[src/rtl/bmp_pkg.sv]
// Shared types and constants for the BMP ingress parser: FSM states, header
// field offsets, signature bytes and small byte-lane helpers.
package bmp_pkg;

  typedef enum logic [2:0] {
    ST_HDR,
    ST_SKIP,
    ST_PIXEL,
    ST_FLUSH,
    ST_DONE,
    ST_ERR
  } state_e;

  localparam int unsigned OFF_FILE_SIZE   = 2;
  localparam int unsigned OFF_DATA_START  = 10;
  localparam int unsigned OFF_WIDTH       = 18;
  localparam int unsigned OFF_HEIGHT      = 22;
  localparam int unsigned OFF_BPP         = 28;
  localparam int unsigned HDR_LAST_WORD   = 28;

  localparam logic [7:0]  SIG_B           = 8'h42;
  localparam logic [7:0]  SIG_M           = 8'h4D;

  localparam int unsigned HDR_MIN_DEFAULT = 54;

  function automatic logic inField(input logic [31:0] off, input int unsigned base,
                                   input int unsigned len);
    return (off >= 32'(base)) && (off < 32'(base + len));
  endfunction

  function automatic logic [1:0] fieldLane(input logic [31:0] off, input int unsigned base);
    return 2'(off - 32'(base));
  endfunction

  function automatic logic [3:0] keepMask(input logic [2:0] cnt);
    case (cnt)
      3'd1:    return 4'b0001;
      3'd2:    return 4'b0011;
      3'd3:    return 4'b0111;
      default: return 4'b1111;
    endcase
  endfunction

endpackage

[src/rtl/byte_packer.sv]
// Seven-byte accumulator that compacts lane-masked input bytes and emits
// aligned 32-bit words, with a final partial word on flush.
module byte_packer
  import bmp_pkg::*;
(
  input  logic        clk,
  input  logic        rst_n,
  input  logic        push_i,
  input  logic [3:0]  pushMask_i,
  input  logic [31:0] pushData_i,
  input  logic        flush_i,
  output logic        canPush_o,
  output logic [31:0] outData_o,
  output logic        outValid_o,
  input  logic        outReady_i,
  output logic [3:0]  outKeep_o,
  output logic        outLast_o
);

  logic [7:0]  acc_q [0:6];
  logic [7:0]  acc_d [0:6];
  logic [2:0]  count_q, count_d;
  logic [31:0] data_q;
  logic [3:0]  keep_q;
  logic        last_q, valid_q;

  logic        outFree, popNorm, popFin;
  logic [2:0]  remain;
  logic [3:0]  wrIdx;
  logic [3:0]  loadKeep;
  logic [31:0] loadData;

  // A count of exactly 4 under flush becomes the last word rather than a normal pop.
  assign outFree   = !valid_q || outReady_i;
  assign popFin    = flush_i && outFree && (count_q != 3'd0) && (count_q <= 3'd4);
  assign popNorm   = outFree && (count_q >= 3'd4) && !popFin;
  assign canPush_o = (count_q <= 3'd3) || popNorm;

  always_comb begin
    for (int i = 0; i < 7; i++) acc_d[i] = acc_q[i];
    remain = count_q;
    if (popNorm) begin
      for (int i = 0; i < 3; i++) acc_d[i] = acc_q[i+4];
      remain = count_q - 3'd4;
    end else if (popFin) begin
      remain = 3'd0;
    end
    wrIdx = {1'b0, remain};
    if (push_i) begin
      for (int i = 0; i < 4; i++) begin
        if (pushMask_i[i] && (wrIdx < 4'd7)) begin
          acc_d[wrIdx[2:0]] = pushData_i[8*i +: 8];
          wrIdx = wrIdx + 4'd1;
        end
      end
    end
    count_d = wrIdx[2:0];
  end

  always_comb begin
    loadKeep = popFin ? keepMask(count_q) : 4'b1111;
    for (int j = 0; j < 4; j++) loadData[8*j +: 8] = loadKeep[j] ? acc_q[j] : 8'h00;
  end

  always_ff @(posedge clk) begin
    if (!rst_n) begin
      for (int i = 0; i < 7; i++) acc_q[i] <= 8'h00;
      count_q <= 3'd0;
      data_q  <= 32'h0;
      keep_q  <= 4'h0;
      last_q  <= 1'b0;
      valid_q <= 1'b0;
    end else begin
      acc_q   <= acc_d;
      count_q <= count_d;
      if (popNorm || popFin) begin
        data_q  <= loadData;
        keep_q  <= loadKeep;
        last_q  <= popFin;
        valid_q <= 1'b1;
      end else if (outReady_i) begin
        valid_q <= 1'b0;
        last_q  <= 1'b0;
      end
    end
  end

  assign outData_o  = data_q;
  assign outKeep_o  = keep_q;
  assign outLast_o  = last_q;
  assign outValid_o = valid_q;

endmodule

[src/rtl/bmp_stream_parser.sv]
// BMP file ingress: captures and validates the header, skips to the pixel
// array and hands payload bytes to the packer for the accelerator port.
module bmp_stream_parser
  import bmp_pkg::*;
#(
  parameter int unsigned DATA_WIDTH     = 32,
  parameter int unsigned BPP            = 24,
  parameter int unsigned HDR_MIN        = HDR_MIN_DEFAULT,
  parameter int unsigned MAX_FILE_BYTES = 1000000
) (
  input  logic                  clk,
  input  logic                  rst_n,
  input  logic [DATA_WIDTH-1:0] in_data,
  input  logic                  in_valid,
  output logic                  in_ready,
  output logic [DATA_WIDTH-1:0] out_data,
  output logic                  out_valid,
  input  logic                  out_ready,
  output logic [3:0]            out_keep,
  output logic                  out_last,
  output logic                  hdr_valid,
  output logic [31:0]           file_size,
  output logic [31:0]           data_start,
  output logic [31:0]           p_width,
  output logic [31:0]           p_height,
  output logic [15:0]           p_bpp,
  output logic                  done,
  output logic                  err
);

  if (DATA_WIDTH != 32) begin : gBadWidth
    $error("bmp_stream_parser supports only DATA_WIDTH = 32");
  end

  state_e      state_q;
  logic [31:0] pos_q;
  logic        chk_q, hdrValid_q, done_q, err_q;
  logic [7:0]  sig0_q, sig1_q, sig0_d, sig1_d;
  logic [31:0] fileSize_q, dataStart_q, width_q, height_q;
  logic [31:0] fileSize_d, dataStart_d, width_d, height_d;
  logic [15:0] bpp_q, bpp_d;

  logic [31:0] laneOff [4];
  logic [7:0]  inByte  [4];
  logic [3:0]  payMask;
  logic        inFire, capture, push, canPush, hdrOk, lastWord, reachesStart;

  always_comb begin
    for (int i = 0; i < 4; i++) begin
      laneOff[i] = pos_q + 32'(i);
      inByte[i]  = in_data[8*i +: 8];
      payMask[i] = (laneOff[i] >= dataStart_q) && (laneOff[i] < fileSize_q);
    end
  end

  always_comb begin
    in_ready = 1'b0;
    if (rst_n) begin
      case (state_q)
        ST_HDR, ST_SKIP, ST_ERR: in_ready = 1'b1;
        ST_PIXEL:                in_ready = canPush;
        default:                 in_ready = 1'b0;
      endcase
    end
  end

  assign inFire       = in_valid && in_ready;
  assign capture      = inFire && (state_q == ST_HDR) && !chk_q;
  assign push         = inFire && ((state_q == ST_SKIP) || (state_q == ST_PIXEL));
  assign lastWord     = (pos_q + 32'd4) >= fileSize_q;
  assign reachesStart = (pos_q + 32'd4) > dataStart_q;

  assign hdrOk = (sig0_q == SIG_B) && (sig1_q == SIG_M) && (bpp_q == 16'(BPP)) &&
                 (dataStart_q >= 32'(HDR_MIN)) && (dataStart_q < fileSize_q) &&
                 (fileSize_q <= 32'(MAX_FILE_BYTES));

  // Header bytes land in their field registers as soon as their word arrives.
  always_comb begin
    sig0_d      = sig0_q;
    sig1_d      = sig1_q;
    fileSize_d  = fileSize_q;
    dataStart_d = dataStart_q;
    width_d     = width_q;
    height_d    = height_q;
    bpp_d       = bpp_q;
    if (capture) begin
      for (int i = 0; i < 4; i++) begin
        if (laneOff[i] == 32'd0) sig0_d = inByte[i];
        if (laneOff[i] == 32'd1) sig1_d = inByte[i];
        if (inField(laneOff[i], OFF_FILE_SIZE, 4))
          fileSize_d[{fieldLane(laneOff[i], OFF_FILE_SIZE), 3'b000} +: 8] = inByte[i];
        if (inField(laneOff[i], OFF_DATA_START, 4))
          dataStart_d[{fieldLane(laneOff[i], OFF_DATA_START), 3'b000} +: 8] = inByte[i];
        if (inField(laneOff[i], OFF_WIDTH, 4))
          width_d[{fieldLane(laneOff[i], OFF_WIDTH), 3'b000} +: 8] = inByte[i];
        if (inField(laneOff[i], OFF_HEIGHT, 4))
          height_d[{fieldLane(laneOff[i], OFF_HEIGHT), 3'b000} +: 8] = inByte[i];
        if (inField(laneOff[i], OFF_BPP, 2))
          bpp_d[{laneOff[i][0], 3'b000} +: 8] = inByte[i];
      end
    end
  end

  // The check cycle keeps accepting words; they are all below any legal data start.
  always_ff @(posedge clk) begin
    if (!rst_n) begin
      state_q     <= ST_HDR;
      pos_q       <= 32'h0;
      chk_q       <= 1'b0;
      hdrValid_q  <= 1'b0;
      done_q      <= 1'b0;
      err_q       <= 1'b0;
      sig0_q      <= 8'h0;
      sig1_q      <= 8'h0;
      fileSize_q  <= 32'h0;
      dataStart_q <= 32'h0;
      width_q     <= 32'h0;
      height_q    <= 32'h0;
      bpp_q       <= 16'h0;
    end else begin
      done_q      <= 1'b0;
      sig0_q      <= sig0_d;
      sig1_q      <= sig1_d;
      fileSize_q  <= fileSize_d;
      dataStart_q <= dataStart_d;
      width_q     <= width_d;
      height_q    <= height_d;
      bpp_q       <= bpp_d;
      if (inFire && (state_q != ST_ERR)) pos_q <= pos_q + 32'd4;
      case (state_q)
        ST_HDR: begin
          if (capture && (pos_q == 32'(HDR_LAST_WORD))) chk_q <= 1'b1;
          if (chk_q) begin
            chk_q <= 1'b0;
            if (hdrOk) begin
              hdrValid_q <= 1'b1;
              state_q    <= ST_SKIP;
            end else begin
              err_q   <= 1'b1;
              state_q <= ST_ERR;
            end
          end
        end
        ST_SKIP: begin
          if (inFire) begin
            if (lastWord)          state_q <= ST_FLUSH;
            else if (reachesStart) state_q <= ST_PIXEL;
          end
        end
        ST_PIXEL: begin
          if (inFire && lastWord) state_q <= ST_FLUSH;
        end
        ST_FLUSH: begin
          if (out_valid && out_ready && out_last) begin
            state_q    <= ST_DONE;
            done_q     <= 1'b1;
            hdrValid_q <= 1'b0;
            pos_q      <= 32'h0;
          end
        end
        ST_DONE: state_q <= ST_HDR;
        ST_ERR:  err_q   <= 1'b1;
        default: state_q <= ST_HDR;
      endcase
    end
  end

  byte_packer uPacker (
    .clk        (clk),
    .rst_n      (rst_n),
    .push_i     (push),
    .pushMask_i (payMask),
    .pushData_i (in_data),
    .flush_i    (state_q == ST_FLUSH),
    .canPush_o  (canPush),
    .outData_o  (out_data),
    .outValid_o (out_valid),
    .outReady_i (out_ready),
    .outKeep_o  (out_keep),
    .outLast_o  (out_last)
  );

  assign hdr_valid  = hdrValid_q;
  assign file_size  = fileSize_q;
  assign data_start = dataStart_q;
  assign p_width    = width_q;
  assign p_height   = height_q;
  assign p_bpp      = bpp_q;
  assign done       = done_q;
  assign err        = err_q;

endmodule
[config.mk]
export PLATFORM = sky130hd
export DESIGN_NAME = bmp_stream_parser
export DESIGN_NICKNAME = d
export VERILOG_FILES = /design/src/rtl/bmp_pkg.sv /design/src/rtl/byte_packer.sv /design/src/rtl/bmp_stream_parser.sv
export SDC_FILE = /design/constraint.sdc
export NUM_CORES = 1
export LEC_CHECK = 0
export CAP_MARGIN = 20
export CORE_MARGIN = 1
export CORE_UTILIZATION = 49
export DETAILED_ROUTE_END_ITERATION = 8
export MAX_ROUTING_LAYER = met4
export PLACE_DENSITY = 0.71
export SLEW_MARGIN = 20
export SYNTH_ARGS = -nofsm -noshare
export SYNTH_HDL_FRONTEND = slang
export SYNTH_SLANG_ARGS = --single-unit
export TNS_END_PERCENT = 50
[constraint.sdc]
create_clock -name clk -period 14.2 [get_ports clk]
set_clock_uncertainty 0.15 [all_clocks]
set_input_delay 2.84 -clock clk [delete_from_list [all_inputs] [get_ports clk]]
set_output_delay 2.84 -clock clk [all_outputs]
set_load 0.005 [all_outputs]
==> results of run 1 <==
[cell usage in the layout (no fill, tap or decap), types with 10 or more instances in the layout]
cell	Yosys	final
nand2_1	315	314
a21oi_1	295	295
dfxtp_1	294	294
ha_1	264	264
clkdlybuf4s50_1	0	220
nor2_1	215	215
mux2i_1	145	145
nand3_1	96	96
inv_1	88	87
o21ai_0	79	79
nand4_1	61	61
a21o_1	53	53
mux2_2	43	43
xor2_1	41	41
clkbuf_16	0	35
o31ai_1	34	34
a32oi_1	33	33
nor4_1	31	29
and3_1	28	28
buf_4	1	28
nand2b_1	23	23
a211oi_1	21	21
o211ai_1	19	19
nor2b_1	18	18
nor3_1	19	17
or3_1	17	16
a22oi_1	16	16
o21a_1	15	15
xnor2_1	14	14
o2111ai_1	13	13
o221ai_1	12	12
and2_1	11	10
[routing by layer]
metal	GRT usage	part of all wire	vias to the layer above
met3	0.04770	0.069	270
li1	-	-	9563
met1	0.4246	0.41	9796
met4	0.1928	0.056	0
met5	-	0	-
met2	0.5643	0.47	935
[logic make-up after synthesis]
group / after synthesis / share of synthesized area
and+or+nand+nor: 867 / 0.1946
AOI/OAI and AO/OA: 641 / 0.1948
DFF: 294 / 0.2819
xor gates and xnor gates: 57 / 0.02517
adders and majority gates: 264 / 0.1582
buffers and inverters: 284 / 0.05195
muxes: 189 / 0.09342
[stage by stage]
stage	total power (W)	util	area, um^2	instances	hold WS [ns]
6_report	0.002290	0.5829	24450	3249	0.3006
5_1_grt	0.002362	0.5829	24450	3249	0.3108
4_1_cts	0.002281	0.5824	24430	3248	0.2984
3_5_place_dp	0.001366	0.5550	23280	3191	0.2935
3_3_place_gp	0.001355	0.5546	23260	3190	0.2874
2_1_floorplan	0.001221	-	20880	2596	0.2812
[critical path, cell delays in order]
cell,delay (ns)
clkdlybuf4s50_1,0.53
nand2b_1,0.24
nand2_1,0.11
o21ai_1,0.39
inv_1,0.14
ha_1,0.32
nand3_1,0.09
and2_1,0.18
inv_1,0.13
ha_1,0.29
a21oi_4,0.28
mux2i_1,0.42
inv_2,0.12
ha_1,0.24
nand4_1,0.11
o311ai_2,0.20
a311oi_2,0.70
mux2i_1,0.86
nand4_1,0.75
o2111ai_1,0.27
o211ai_1,0.14
[cell type report]
class,instances,area [um^2]
clock inverter,13,201.4
clock buffer,44,949.7
multi-input combinational,2018,13960
tap,539,674.4
inverter,90,345.3
sequential,294,5886
timing repair buffer,250,2432
antenna,1,2.502
fill,3755,17500
[final timing paths]
path              startpoint                end  slack, ns  depth (start not counted)
hold / removal           err                err       0.30                          2
setup reg to reg    pos_q[2]  uPacker.acc_q[55]       5.95                         21
setup / recovery   out_ready  uPacker.acc_q[55]       5.10                         21
hold reg to reg          err                err       0.30                          2
[registers in the layout (all words and copies together), names as in the netlist, 4 cells and up]
name and flops:
data_start 32, file_size 32, p_bpp 16, p_height 32, p_width 32, pos_q 30, sig0_q 8, sig1_q 8
uPacker.acc_q 56, uPacker.outData_o 32, uPacker.outKeep_o 4
[where the power goes]
group	internal, W	switching (W)	leakage [nW]	total (W)
Combinational	0.000176	0.000346	7.30	0.000522
Sequential	0.000832	0.0000100	2.37	0.000842
Clock	0.000535	0.000391	0.558	0.000926
==> impl_metrics.tcl, run 1 <==
set metrics [dict create \
    synth_top_area_frac 0.2819 \
    gp_congestion 0.9779 \
    final_hold_viol_count 0 \
    yosys-top-cells-count "nand2_1, a21oi_1, dfxtp_1, ha_1, nor2_1" \
    ys_dominant_reg_cell "dfxtp_1" \
    clock_latency_ns 0.57 \
    arrival_ns 9.38 \
    min_period_over_period 0.6410 \
    cts_buffers 35 \
    synth-edff-count 0 \
    yosys.area.top_type "dfxtp_1" \
    synth.cell_area_um2 20880 \
    worst_pin_slew_ns 1.062 \
    fin_nets 2989 \
    crit_type "primary input to register" \
    syn_to_final_growth_pct 17.10 \
    hold_class "register to register" \
    start_kind "primary input" \
    yosysWarnings 0 \
    power_per_cell_area_nw_per_um2 93.64 \
    tns_ns 0 \
    core_area_um2 41950 \
    rsz0062_at_grt "false" \
    ys_seq_area_frac 0.2819 \
    io_buffers 221 \
    via_per_inst 6.329 \
    synth_area_leaders "dfxtp_1, ha_1, a21oi_1" \
    grt_pass1_wl_um 115100 \
    synthCells 2596 \
    grt_pass1_vias 19750 \
    cts_max_level 2 \
    clk_path_buf_depth 3 \
    peakVddDrop_mv 0.07917 \
    synthesis.nets 2896 \
    drt-total-wl_um 76090 \
    ys_types 78 \
    vias 20560 \
    antenna_found_initial 1 \
    final-setup-viol-count 0 \
    synthArstFlopShare 0 \
    grt-ovfl-total 0 \
    drv_slew 0 \
    worstSetupEndpointType "register" \
    cts_tree "yes" \
    grtUsageTotal 0.3511 \
    max-cap-violations 0 \
    status "finished, final reports clean" \
    die-height_um 208.4 \
    leakagePower_nw 10.23 \
    clk_pin_slew_worst_paths_ns 0.06 \
    cp.required_ns 14.48 \
    clock_sinks 294 \
    synth_area_per_cell_um2 8.043 \
    slew_headroom 0.2900 \
    ctsResizeCount 0 \
    cts_root_buffer "clkbuf_16" \
    preCtsSetupSlack_ns 4.693 \
    dieArea_um2 43440 \
    drt_iter0_markers 1841 \
    ioPinCount 222 \
    wl_per_cell_um 23.42 \
    layout-drive-gt1-share 0.05795 \
    drc 0 \
    grt_max_degree 84 \
    post_cts_buffers 0 \
    ys_ff_latch 294 \
    yosysMostFrequentCell "nand2_1" \
    row_count 75 \
    initial_core_util 0.4978 \
    timing.fmax_mhz 109.9 \
    crit_fanout 16 \
    die_width_um 208.4 \
    hold_buffers 0 \
    fin_crit_ns 9.102 \
    dp_hpwl_um 56080 \
    finalWorstSetupSlack_ns 5.098 \
    ant_nets 0 \
    dr.pass1.iters 6 \
]
Power figures use the tool's default switching activity.
==> run 2, diff against run 1 <==
==> constraint.sdc (replaced) <==
create_clock -name clk -period 8.38 [get_ports clk]
set_clock_uncertainty 0.15 [all_clocks]
set_input_delay 1.676 -clock clk [delete_from_list [all_inputs] [get_ports clk]]
set_output_delay 1.676 -clock clk [all_outputs]
set_load 0.005 [all_outputs]
==> run 2 against run 1 <==
Net effect:
- critical endpoint is now uPacker.acc_q[45]
- first-iteration DRC count rose by 12%
- highest routed layer unchanged
- global-route usage rose by 0.23 points
- sequential cell count did not move
==> impl_metrics.tcl, run 2 (synthesis gave the netlist of run 1 again) <==
set metrics [dict create \
    slew_headroom 0.2827 \
    crit_path_frequent_cell "ha_1" \
    antenna_found_initial 1 \
    cts_buffers 35 \
    crit_chain "inv_1, ha_1, or4b_1, a21o_1, a311oi_2, o311ai_2, a211o_1, o21ai_1, and2_1, inv_1, ha_1, a21oi_4, mux2i_1, inv_2, ha_1, nand4_1, o311ai_2, a311oi_2, buf_4, mux2i_1, buf_4, and4b_1, a32oi_1, o31ai_1" \
    post_cts_buffers 0 \
    clk_path_buf_depth 3 \
    placed_cell_area_um2 23380 \
    crit_fanout 16 \
    hold_buffers 0 \
    grt_pass1_wl_um 116300 \
    ctsResizeCount 0 \
    io_buffers 221 \
    final_hold_viol_count 0 \
    cts_max_level 2 \
    ioPinCount 222 \
    vias 20710 \
    drv_slew 0 \
    layout_common_cells "nand2_1, a21oi_1, dfxtp_1" \
    peakVddDrop_mv 0.1349 \
    power.internal_w 0.002698 \
    grt_pass1_vias 19500 \
    cts_root_buffer "clkbuf_16" \
    initial_core_util 0.4978 \
    final_util 0.5868 \
    ant_nets 0 \
    core_area_um2 41950 \
    status "finished, final reports clean" \
    leakagePower_nw 10.34 \
    r2r_end "uPacker.acc_q[45]" \
    cp-startpoint "pos_q[2]" \
    drt-total-wl_um 76710 \
    worst_pin_slew_ns 1.072 \
    tns_ns 0 \
    drt_iter0_markers 2054 \
    design_area_um2 24610 \
    share_seq_of_total_power 0.357 \
    hold_class "register to register" \
    max-cap-violations 0 \
    cp.required_ns 8.70 \
    syn_to_final_growth_pct 17.88 \
    cts_tree "yes" \
    largest_reg_flops 56 \
    swShare 0.3240 \
    arrival_ns 7.71 \
    cp_slowest_cell "and4b_1" \
    pwr-share-clk 0.416 \
    wl_per_cell_um 23.49 \
    die_width_um 208.4 \
    gp_congestion 0.9946 \
    layout-drive-gt1-share 0.06456 \
    crit_type "register to register" \
    die-height_um 208.4 \
    reg2reg_depth 24 \
    p_switching_w 0.001293 \
    pwr-share-comb 0.227 \
    grt_max_degree 95 \
    clock_latency_ns 0.57 \
    regMostFlops "uPacker.acc_q" \
    timing.fmax_mhz 135.3 \
    cp-endpoint "uPacker.acc_q[45]" \
    worstSetupEndpointType "register" \
    power_per_cell_area_nw_per_um2 162.1 \
    fin_crit_ns 7.390 \
    regToRegSetupSlack_ns 0.99 \
    start_kind "register" \
    min_period_over_period 0.8819 \
    drc 0 \
    fillers 3773 \
    grtUsageTotal 0.3535 \
    final-setup-viol-count 0 \
    clock_sinks 294 \
    layout.cells.most_common "nand2_1" \
    dp_hpwl_um 56320 \
    dieArea_um2 43440 \
    slowest_delay_ns 0.64 \
    r2r-start "pos_q[2]" \
    via_per_inst 6.341 \
    row_count 75 \
    dr.pass1.iters 5 \
    fin_nets 3002 \
    clk_pin_slew_worst_paths_ns 0.06 \
    grt-ovfl-total 0 \
    rsz0062_at_grt "false" \
]
[run 2: worst max-delay path: cells and delay by family, from the launching register on]
kind	cells	cell delay, ns
flops	1	0.54
mux	2	0.72
fa+ha+maj	3	0.89
buf+inv	5	0.99
compound gates	10	2.55
simple gates	4	1.44
[run 2: final cells by class]
type | count | area (um^2) | share of cell area
inverter | 90 | 345.3 | 0.01403
timing repair buffer | 263 | 2522 | 0.1025
tap | 539 | 674.4 | 0.02740
clock buffer | 45 | 963.4 | 0.03914
antenna | 1 | 2.502 | 0.0001017
multi-input combinational | 2018 | 13960 | 0.5673
clock inverter | 16 | 257.7 | 0.01047
sequential | 294 | 5886 | 0.2391
[run 2: power groups by stage]
stage / Sequential (W) / Combinational [W] / Clock, W
6_report: 0.00143 / 0.000904 / 0.00166
2_1_floorplan: 0.00145 / 0.000620 / 0
3_5_place_dp: 0.00146 / 0.000876 / 0
5_1_grt: 0.00143 / 0.000961 / 0.00173
4_1_cts: 0.00142 / 0.000883 / 0.00167
3_3_place_gp: 0.00146 / 0.000856 / 0
[run 2: layer usage]
metal  track usage  share of wire
met1        0.4352           0.41
met3       0.04453          0.069
met5             -              0
met4        0.1706          0.053
met2        0.5718           0.47
[run 2: worst min path at each step]
stage / from / slack [ns] / to / cells after the start
global placement: sig1_q[0] / 0.29 / sig1_q[0] / 2
global route: sig0_q[6] / 0.32 / sig0_q[6] / 2
CTS: err / 0.30 / err / 2
finish: err / 0.30 / err / 2
detailed placement: err / 0.29 / err / 2
floorplan: sig1_q[0] / 0.28 / sig1_q[0] / 2
[run 2: stage by stage]
stage,worst slack (ns),instances,power [W],hold WS (ns)
6_report,0.9897,3266,0.003991,0.3014
5_1_grt,0.5526,3266,0.004117,0.3243
4_1_cts,1.064,3265,0.003982,0.2988
3_5_place_dp,0.7884,3204,0.002332,0.2896
3_3_place_gp,0.9030,3204,0.002311,0.2870
2_1_floorplan,1.987,2596,0.002070,0.2812
==> run 3, diff against run 2 <==
--- a/config.mk
+++ b/config.mk
@@ -6,7 +6,6 @@
 export NUM_CORES = 1
 export LEC_CHECK = 0
 export CAP_MARGIN = 20
-export CORE_MARGIN = 1
 export CORE_UTILIZATION = 49
 export DETAILED_ROUTE_END_ITERATION = 8
 export MAX_ROUTING_LAYER = met4
==> results of run 3 <==
No change in the layout: final DEF, timing and power equal those of run 2.
